**src/rtl/btn_cond_pkg.sv**
```systemverilog
// Shared types and helpers for the push-button conditioner: channel FSM
// state encoding and the debounce counter width.
package btn_cond_pkg;

  typedef enum logic [1:0] {
    IDLE    = 2'd0,
    ARM     = 2'd1,
    PRESSED = 2'd2,
    REL     = 2'd3
  } btn_state_t;

  localparam int STATE_W = 2;

  // Counter width for a given stability window; the counter only ever
  // reaches debounce_cycles-1, so $clog2 is enough (minimum one bit).
  function automatic int cnt_w(input int debounce_cycles);
    int w;
    w = $clog2(debounce_cycles);
    if (w < 1) begin
      w = 1;
    end
    return w;
  endfunction

endpackage

```
**src/rtl/button_conditioner_if.sv**
```systemverilog
// Pin-side bundle of the button conditioner: raw buttons in, debounced
// levels, press strobes, drop strobe and per-channel FSM state out.
interface button_conditioner_if #(
  parameter int N_BTN = 2
);
  import btn_cond_pkg::*;

  // No valid/ready here: btn_pulse and btn_drop are single-cycle strobes
  // that the consumer must sample every clock; there is no backpressure.
  logic [N_BTN-1:0]         btn_raw;
  logic [N_BTN-1:0]         btn_level;
  logic [N_BTN-1:0]         btn_pulse;
  logic                     btn_drop;
  logic [STATE_W*N_BTN-1:0] dbg_state;

  modport master (
    output btn_raw,
    input  btn_level,
    input  btn_pulse,
    input  btn_drop,
    input  dbg_state
  );

  modport slave (
    input  btn_raw,
    output btn_level,
    output btn_pulse,
    output btn_drop,
    output dbg_state
  );

endinterface

```
**src/rtl/btn_debounce_ch.sv**
```systemverilog
// One button channel: two-flop synchronizer, IDLE/ARM/PRESSED/REL debounce
// FSM with a stability counter, registered level and a raw press event.
module btn_debounce_ch
  import btn_cond_pkg::*;
#(
  parameter int DEBOUNCE_CYCLES = 1_000_000
) (
  input  logic       clk,
  input  logic       rst,
  input  logic       raw,
  output logic       level,
  output logic       press_evt,
  output btn_state_t state_dbg
);

  localparam int               CW       = cnt_w(DEBOUNCE_CYCLES);
  localparam logic [CW-1:0]    CNT_LAST = CW'(DEBOUNCE_CYCLES - 1);
  localparam logic [CW-1:0]    CNT_ONE  = CW'(1);

  logic [1:0]    sync_q;
  logic          s;
  btn_state_t    state_q, state_d;
  logic [CW-1:0] cnt_q, cnt_d;
  logic          level_q, level_d;
  logic          press_d;

  // Metastability guard: only the second flop is ever looked at.
  always_ff @(posedge clk or posedge rst) begin
    if (rst) begin
      sync_q <= 2'b00;
    end else begin
      sync_q <= {sync_q[0], raw};
    end
  end

  assign s = sync_q[1];

  always_ff @(posedge clk or posedge rst) begin
    if (rst) begin
      state_q <= IDLE;
      cnt_q   <= '0;
      level_q <= 1'b0;
    end else begin
      state_q <= state_d;
      cnt_q   <= cnt_d;
      level_q <= level_d;
    end
  end

  // A change is accepted only after DEBOUNCE_CYCLES consecutive synced
  // samples disagree with the current level; any agreeing sample restarts.
  always_comb begin
    state_d = state_q;
    cnt_d   = cnt_q;
    level_d = level_q;
    press_d = 1'b0;
    unique case (state_q)
      IDLE: begin
        if (s) begin
          state_d = ARM;
          cnt_d   = CNT_ONE;
        end
      end
      ARM: begin
        if (!s) begin
          state_d = IDLE;
          cnt_d   = '0;
        end else if (cnt_q == CNT_LAST) begin
          state_d = PRESSED;
          cnt_d   = '0;
          level_d = 1'b1;
          press_d = 1'b1;
        end else begin
          cnt_d = cnt_q + CNT_ONE;
        end
      end
      PRESSED: begin
        if (!s) begin
          state_d = REL;
          cnt_d   = CNT_ONE;
        end
      end
      REL: begin
        if (s) begin
          state_d = PRESSED;
          cnt_d   = '0;
        end else if (cnt_q == CNT_LAST) begin
          state_d = IDLE;
          cnt_d   = '0;
          level_d = 1'b0;
        end else begin
          cnt_d = cnt_q + CNT_ONE;
        end
      end
      default: begin
        state_d = IDLE;
        cnt_d   = '0;
        level_d = 1'b0;
      end
    endcase
  end

  // press_evt is combinational so the top can register it on the same
  // edge that level rises.
  assign level     = level_q;
  assign press_evt = press_d;
  assign state_dbg = state_q;

endmodule

```
**src/rtl/button_conditioner.sv**
```systemverilog
// Button front end: one debounce channel per button plus a registered
// priority stage that turns press events into (optionally one-hot) pulses.
module button_conditioner
  import btn_cond_pkg::*;
#(
  parameter int N_BTN           = 2,
  parameter int DEBOUNCE_CYCLES = 1_000_000,
  parameter bit ONE_HOT_PULSE   = 1'b1
) (
  input  logic                 clk,
  input  logic                 rst,
  button_conditioner_if.slave  bus
);

  logic [N_BTN-1:0]         level_vec;
  logic [N_BTN-1:0]         evt_vec;
  logic [STATE_W*N_BTN-1:0] dbg_vec;
  logic [N_BTN-1:0]         pulse_d, pulse_q;
  logic                     drop_d, drop_q;

  for (genvar i = 0; i < N_BTN; i++) begin : g_ch
    btn_state_t st;

    btn_debounce_ch #(
      .DEBOUNCE_CYCLES(DEBOUNCE_CYCLES)
    ) u_ch (
      .clk      (clk),
      .rst      (rst),
      .raw      (bus.btn_raw[i]),
      .level    (level_vec[i]),
      .press_evt(evt_vec[i]),
      .state_dbg(st)
    );

    assign dbg_vec[STATE_W*i +: STATE_W] = st;
  end

  // Lowest index wins; simultaneous losers are discarded, not queued.
  always_comb begin
    logic taken;
    pulse_d = '0;
    drop_d  = 1'b0;
    taken   = 1'b0;
    if (ONE_HOT_PULSE) begin
      for (int i = 0; i < N_BTN; i++) begin
        if (evt_vec[i]) begin
          if (!taken) begin
            pulse_d[i] = 1'b1;
            taken      = 1'b1;
          end else begin
            drop_d = 1'b1;
          end
        end
      end
    end else begin
      pulse_d = evt_vec;
    end
  end

  always_ff @(posedge clk or posedge rst) begin
    if (rst) begin
      pulse_q <= '0;
      drop_q  <= 1'b0;
    end else begin
      pulse_q <= pulse_d;
      drop_q  <= drop_d;
    end
  end

  assign bus.btn_level = level_vec;
  assign bus.btn_pulse = pulse_q;
  assign bus.btn_drop  = drop_q;
  assign bus.dbg_state = dbg_vec;

endmodule
```
**src/flat_wrapper.sv**
```systemverilog
// flat-port wrapper written by rule: the top's interface ports become plain ports
module button_conditioner_flat import btn_cond_pkg::*;
#(
  parameter int N_BTN           = 2,
  parameter int DEBOUNCE_CYCLES = 1_000_000,
  parameter bit ONE_HOT_PULSE   = 1'b1
)
  (clk, rst, bus_btn_raw, bus_btn_level, bus_btn_pulse, bus_btn_drop, bus_dbg_state);
  button_conditioner_if #(.N_BTN(N_BTN)) bus_i ();
  input  logic clk;
  input  logic rst;
  input wire logic [$bits(bus_i.btn_raw)-1:0] bus_btn_raw;
  output wire logic [$bits(bus_i.btn_level)-1:0] bus_btn_level;
  output wire logic [$bits(bus_i.btn_pulse)-1:0] bus_btn_pulse;
  output wire logic [$bits(bus_i.btn_drop)-1:0] bus_btn_drop;
  output wire logic [$bits(bus_i.dbg_state)-1:0] bus_dbg_state;
  assign bus_i.btn_raw = bus_btn_raw;
  assign bus_btn_level = bus_i.btn_level;
  assign bus_btn_pulse = bus_i.btn_pulse;
  assign bus_btn_drop = bus_i.btn_drop;
  assign bus_dbg_state = bus_i.dbg_state;
  button_conditioner #(.N_BTN(N_BTN), .DEBOUNCE_CYCLES(DEBOUNCE_CYCLES), .ONE_HOT_PULSE(ONE_HOT_PULSE)) u_core (.clk(clk), .rst(rst), .bus(bus_i));
endmodule
```
**config.mk**
```make
export PLATFORM = sky130hd
export DESIGN_NAME = button_conditioner_flat
export DESIGN_NICKNAME = d
export VERILOG_FILES = /design/src/rtl/btn_cond_pkg.sv /design/src/rtl/button_conditioner_if.sv /design/src/rtl/btn_debounce_ch.sv /design/src/rtl/button_conditioner.sv /design/src/flat_wrapper.sv
export SDC_FILE = /design/constraint.sdc
export NUM_CORES = 1
export LEC_CHECK = 0
export ABC_AREA = 1
export BUFFER_PORTS_ARGS = -buffer_cell sky130_fd_sc_hd__buf_2
export CORE_MARGIN = 3
export CORE_UTILIZATION = 35
export CTS_CLUSTER_SIZE = 30
export DETAILED_ROUTE_END_ITERATION = 12
export GPL_TIMING_DRIVEN = 0
export PLACE_DENSITY = 0.52
export SLEW_MARGIN = 20
export SYNTH_ARGS = -nofsm -noshare
export SYNTH_HDL_FRONTEND = slang
export SYNTH_HIERARCHICAL = 1
export SYNTH_SLANG_ARGS = --single-unit
```
**constraint.sdc**
```tcl
create_clock -name clk -period 1.69 [get_ports clk]
set_input_delay 0.338 -clock clk [delete_from_list [all_inputs] [get_ports clk]]
set_output_delay 0.338 -clock clk [all_outputs]
set_load 0.1 [all_outputs]
```
==> reports/metrics.yaml, run 1 <==
finish:
  syn_to_final_growth_pct: 11.7
  diodes: 0
  nets: 453
  drive_gt1_frac: 0.143
  fin_cells: 553
  nFillCells: 868
  final_cell_area_sq_um: 3440
routing:
  dr_total_vias: 2701
  first_pass_iters: 5
  wire_per_inst_um: 12.7
  route.detailed.drc: 0
  vias_per_cell: 4.88
  drt_iter0_drc: 114
  ant_nets: 0
  wl_mm: 7.04
floorplanning:
  io_pins: 13
  dieHeight_um: 99.8
  die_w_um: 99.8
  core-area_sq_um: 8380
  num_rows: 33
  dieArea_sq_um: 9970
  start_util: 0.368
critical_path:
  reg2reg_from: "u_core/g_ch[1].u_ch/cnt_q[0]$_DFFE_PP0P_"
  required_ns: 1.89
  crit_start: "u_core/g_ch[1].u_ch/cnt_q[0]$_DFFE_PP0P_"
  cpPeakStageDelay_ns: 0.37
  crit_fanout: 10
  r2r_setup_slack_ns: 0.09
  end_kind: "flop"
  arrival_ns: 1.80
  worstPathCellList: "ha_2 -> nand3_2 -> nor2_4 -> nand3_1 -> nor2_2 -> nor2_1 -> buf_6 -> o21ai_2 -> nand2_1"
  startpoint_type: "flop"
  path_class: "flop to flop"
  rr_worst_depth: 9
  slowest_stage: "dfrtp_1"
timing:
  slew_viol_final: 0
  relSlewSlack: 0.363
  period_share: 0.947
  fmax_ghz: 0.625
  fin_worst_skew_ns: 0.0142
  max_slew.worst_pin.slew_ns: 0.950
  setup_tns_ns: 0
  hold_violations: 0
  rsz0062_at_grt: "true"
  min_period_ns: 1.60
  fin_ws_ns: 0.0904
  finalSetupViolations: 0
run_status:
  outcome: "complete, no violations"
clock_tree:
  cts.sinks: 53
  cts-root-buf: "clkbuf_8"
  clk_latency_ns: 0.31
  path_clk_slew_ns: 0.10
  cts_tree: "yes"
  h-tree-depth: 2
  cts.path.max_buffers: 2
  cts_buffers: 5
pwr:
  ir_drop_mv: 0.932
  leakage_nw: 1.57
  power_density_nw_per_um2: 1050
  total_power_mw: 3.61
placement:
  dp_slack_ns: -0.0647
  place_area_sq_um: 3280
  hpwl_mm: 5.17
  gp_congestion: 0.898
  portBuffers: 12
  dp_cells: 539
synth:
  synth_compound_area_frac: 0.0731
  synth_cells: 422
  synth_xor_area_frac: 0.0512
  synth_top_area_cell: "dfrtp_1"
  yosysSeqAreaShare: 0.430
  synth_fa_ha_area_frac: 0.00812
  synth_top_family_by_area: "simple AND/OR/NAND/NOR gates"
  yosys_warnings: 6
  syn_area_sq_um: 3080
  synth_top_cell_area_share: 0.430
  synthSimpleGateAreaFrac: 0.352
  netlist_top_cells_area: "dfrtp_1, nand2_1, inv_1, nand3_1, nor2_1"
  syn_nets: 428
  synth.distinct_cells: 28
  ys_ff_latch: 53
  syn_avg_cell_area_sq_um: 7.30
  synthMuxAreaShare: 0
global_routing:
  antenna_found_initial: 0
  grt_pass1_vias: 2578
  grt-ovfl-total: 0
  grt_max_degree: 26
  track_usage: 0.152
  grt_pass1_wl_mm: 12.3
job:
  maxCapViolations: 0
min_path:
  min_path_type: "input port to flop"
[critical path: cells and delay by family, from the launching register on]
kind / cells / cell delay [ns]
buf+inv: 1 / 0.15
flops: 1 / 0.37
compound gates: 1 / 0.10
simple gates: 6 / 0.67
fa+ha+maj: 1 / 0.20
[power breakdown]
part / internal [mW] / switching (mW) / total [mW]
Combinational: 0.341 / 0.999 / 1.34
Clock: 0.301 / 0.461 / 0.762
Sequential: 1.38 / 0.129 / 1.51
[timing repair]
action	4_1_cts	5_1_grt
resized for setup	3	4
pin swaps	0	1
endpoints found under the hold margin	3	0
endpoints found under the setup margin	31	43
setup buffers	1	4
hold buffers	1	0
[worst min path at each step]
stage	start	slack, ns	to	cells after the start
final	bus_btn_raw[1]	0.13	u_core/g_ch[1].u_ch/sync_q[0]$_DFF_PP0_	1
after global routing	bus_btn_raw[0]	0.1	u_core/g_ch[0].u_ch/sync_q[0]$_DFF_PP0_	1
after CTS	bus_btn_raw[1]	0.11	u_core/g_ch[1].u_ch/sync_q[0]$_DFF_PP0_	1
after detailed placement	rst	0.22	u_core/bus.btn_pulse[0]$_DFF_PP0_	2
after global placement	rst	0.23	u_core/bus.btn_pulse[0]$_DFF_PP0_	2
after floorplan	rst	0.09	u_core/bus.btn_drop$_DFF_PP0_	1
[area by class of cell]
class,count,area [sq um],area share
inverter,59,221,0.0643
sequential,53,1330,0.387
multi-input combinational,305,1520,0.440
timing repair buffer,18,108,0.0312
buffer,5,41.3,0.0120
tap,105,131,0.0382
clock inverter,3,25.0,0.00727
clock buffer,5,68.8,0.0200
[synth_stat cells (all sizes together)]
library cell  number
nor2              62
xor2              13
o22ai             10
o21bai             1
nand4             10
a31oi              1
nand2            125
ha                 2
nand3             44
or2                1
o21ai             25
xnor2              5
dfrtp             53
inv               59
a21oi              4
nor3               2
buf                5
[kinds of logic (layout without fill, tap and decap cells)]
logic type	Yosys count	after routing
AND/OR/NAND/NOR	244	244
adder cells (fa/ha/maj)	2	2
AO/OA/AOI/OAI	41	41
buffers and inverters	64	90
XOR/XNOR	18	18
flip-flops	53	53
[sequential cells by signal (all words and copies together), names as in the netlist, named ones only]
| signal | flops |
|---|---|
| u_core/g_ch.u_ch/sync_q | 4 |
| u_core/bus.btn_pulse | 2 |
| u_core/g_ch.u_ch/level | 2 |
| u_core/bus.btn_drop | 1 |
| u_core/g_ch.u_ch/cnt_q | 40 |
| u_core/g_ch.u_ch/state_dbg | 2 |
[per-stage QoR]
stage | hold WS (ns) | util
floorplan | 0.0916 | -
global placement | 0.225 | 0.391
detailed placement | 0.223 | 0.391
CTS | 0.113 | 0.405
global route | 0.0996 | 0.411
finish | 0.128 | 0.411
[per-layer routing]
| layer | track usage | wire length [um] |
|---|---|---|
| met5 | 0 | 0 |
| met4 | 0.0483 | 82 |
| met3 | 0.0215 | 287 |
| met2 | 0.235 | 3090 |
| met1 | 0.219 | 3580 |
[placed cells by master, fill, tap and decap left out, drive strengths merged]
cell type / n
clkbuf: 5
nand4: 10
a21oi: 4
xor2: 13
nor3: 2
clkinvlp: 1
nor2: 62
a31oi: 1
dfrtp: 53
o21bai: 1
buf: 22
or2: 1
ha: 2
nand2: 125
dlygate4sd3: 1
nand3: 44
inv: 58
o21ai: 25
clkinv: 3
o22ai: 10
xnor2: 5
(Power assumes the default switching activity.)
==> run 2: changes to the inputs <==
- ABC_AREA: 1 -> not set
==> reports/metrics.yaml, run 2 <==
run_status:
  outcome: "finished with violations"
  violations: "negative setup slack"
timing:
  slew_viol_final: 0
  relSlewSlack: 0.357
  fin_worst_skew_ns: 0.00950
  hold_violations: 0
  finalSetupViolations: 32
  rsz0062_at_grt: "true"
  setup_tns_ns: -7.57
  fin_ws_ns: -0.396
  fmax_ghz: 0.479
  max_slew.worst_pin.slew_ns: 0.958
  min_period_ns: 2.09
  period_share: 1.23
global_routing:
  grt_max_degree: 26
  antenna_found_initial: 0
  track_usage: 0.163
  grt_pass1_vias: 2433
  grt-ovfl-total: 0
  grt_pass1_wl_mm: 11.8
clock_tree:
  clk_latency_ns: 0.32
  cts_tree: "yes"
  cts_buffers: 5
  path_clk_slew_ns: 0.11
  cts.sinks: 53
  h-tree-depth: 2
  cts-root-buf: "clkbuf_8"
  cts.path.max_buffers: 2
placement:
  hpwl_mm: 4.46
  gp_congestion: 0.787
  dp_slack_ns: -0.467
  portBuffers: 12
  place_area_sq_um: 3110
floorplanning:
  num_rows: 32
  die_w_um: 96.2
  dieHeight_um: 96.2
  start_util: 0.365
  io_pins: 13
  core-area_sq_um: 7810
  dieArea_sq_um: 9250
finish:
  final_common_cell: "dfrtp_1"
  largest_register_ff_count: 40
  multiInputGateArea_sq_um: 1760
  seqCellArea_sq_um: 1350
  drive_gt1_frac: 0.437
  final_cell_area_sq_um: 3900
  layout.cells.most_common_list: "dfrtp_1, buf_4, nand2_1"
  largest_register: "u_core/g_ch.u_ch/cnt_q"
  diodes: 0
  final_util: 0.499
  nets: 364
  nFillCells: 727
  syn_to_final_growth_pct: 36.8
  reg.largest.list: "u_core/g_ch.u_ch/cnt_q (40), u_core/g_ch.u_ch/sync_q (4)"
synth:
  yosys_warnings: 6
  synth-edff-count: 0
  synth_ff_type: "dfrtp_1"
  synth.distinct_cells: 57
  ys_ff_latch: 53
  synth_top_cell_area_share: 0.466
  ys_top_cells_by_count: "dfrtp_1, nand2_1, o21ai_0"
  syn_area_sq_um: 2850
  synthArstFlopShare: 1.00
  synth_cells: 300
  synth_top_area_cell: "dfrtp_1"
  synthMostInstantiatedCell: "dfrtp_1"
  syn_nets: 306
  netlist_top_cells_area: "dfrtp_1, o21ai_0, nand2_1, nand3_1, a21oi_1"
  syn_avg_cell_area_sq_um: 9.49
  yosysSeqAreaShare: 0.466
routing:
  route.detailed.drc: 0
  drt_iter0_drc: 89
  wl_mm: 7.38
  vias_per_cell: 5.42
  ant_nets: 0
  dr_total_vias: 2499
  first_pass_iters: 4
  wire_per_inst_um: 16.0
critical_path:
  cpPeakStageDelay_ns: 0.55
  worstPathCellList: "or4b_4 -> nor4_4 -> buf_4 -> a21o_4 -> buf_6 -> nand2_4 -> mux2_4"
  slowest_stage: "or4b_4"
  cp_num_buf_inv: 2
  arrival_ns: 2.30
  rr_worst_depth: 7
  crit_start: "u_core/g_ch[1].u_ch/cnt_q[10]$_DFFE_PP0P_"
  startpoint_type: "flop"
  r2r_setup_slack_ns: -0.40
  cp_num_cells: 7
  required_ns: 1.91
  path_class: "flop to flop"
  reg2reg_from: "u_core/g_ch[1].u_ch/cnt_q[10]$_DFFE_PP0P_"
  crit_fanout: 7
  end_kind: "flop"
  critPathTopFamily: "simple AND/OR/NAND/NOR gates"
pwr:
  leakage_nw: 1.70
  power_density_nw_per_um2: 1310
  total_power_mw: 5.09
  ir_drop_mv: 0.934
job:
  maxCapViolations: 0
min_path:
  min_path_type: "input port to flop"
-- run 2: report_power, final --
part           internal, mW  switching, mW  leakage [nW]
combinational          1.17           1.57         0.962
clock                 0.292          0.460        0.0364
sequential             1.42          0.178         0.696
-- run 2: how the worst min path moves through the flow --
stage / startpoint / endpoint / slack [ns] / cells after the start
global placement: rst / u_core/bus.btn_drop$_DFF_PP0_ / 0.23 / 2
finish: bus_btn_raw[0] / u_core/g_ch[0].u_ch/sync_q[0]$_DFF_PP0_ / 0.12 / 1
CTS: bus_btn_raw[0] / u_core/g_ch[0].u_ch/sync_q[0]$_DFF_PP0_ / 0.12 / 1
floorplan: rst / u_core/bus.btn_drop$_DFF_PP0_ / 0.09 / 1
global route: bus_btn_raw[0] / u_core/g_ch[0].u_ch/sync_q[0]$_DFF_PP0_ / 0.12 / 1
detailed placement: rst / u_core/bus.btn_pulse[1]$_DFF_PP0_ / 0.23 / 2
-- run 2: kinds of logic after synthesis --
logic type               count (synthesis)  share of synthesized area
AO/OA/AOI/OAI                           83                      0.185
XOR/XNOR                                 6                     0.0211
adder cells (fa/ha/maj)                  2                    0.00879
buffers and inverters                   25                     0.0483
flip-flops                              53                      0.466
multiplexers                             3                     0.0132
AND/OR/NAND/NOR                        128                      0.257
-- run 2: repair_timing --
| item | in CTS | in global routing |
|---|---|---|
| buffers inserted | 15 | 23 |
| pin swaps | 19 | 25 |
| resized for setup | 41 | 71 |
| hold buffers | 1 | 0 |
| gates cloned | 2 | 2 |
| hold endpoints to repair | 3 | 0 |
| endpoints found under the setup margin | 44 | 44 |
-- run 2: cell type report --
cell class                      instances  area share
Tap cell                              102      0.0328
Clock buffer                            5      0.0177
Sequential cell                        53       0.347
Multi-Input combinational cell        222       0.453
Clock inverter                          3     0.00578
Timing Repair Buffer                   52       0.103
Buffer                                 10      0.0270
Inverter                               14      0.0135
-- run 2: per-stage QoR --
| step | instances | hold slack, ns |
|---|---|---|
| after detailed placement | 414 | 0.229 |
| final | 461 | 0.123 |
| after floorplan | 300 | 0.0916 |
| after global placement | 414 | 0.226 |
| after CTS | 440 | 0.117 |
| after global routing | 461 | 0.117 |
-- run 2: metal layers --
metal | up-vias | global-route usage | part of all wire
met5 | - | 0 | 0
met4 | 0 | 0.0569 | 0.019
met3 | 12 | 0.0274 | 0.033
met2 | 49 | 0.248 | 0.46
met1 | 1223 | 0.233 | 0.49
li1 | 1215 | - | -
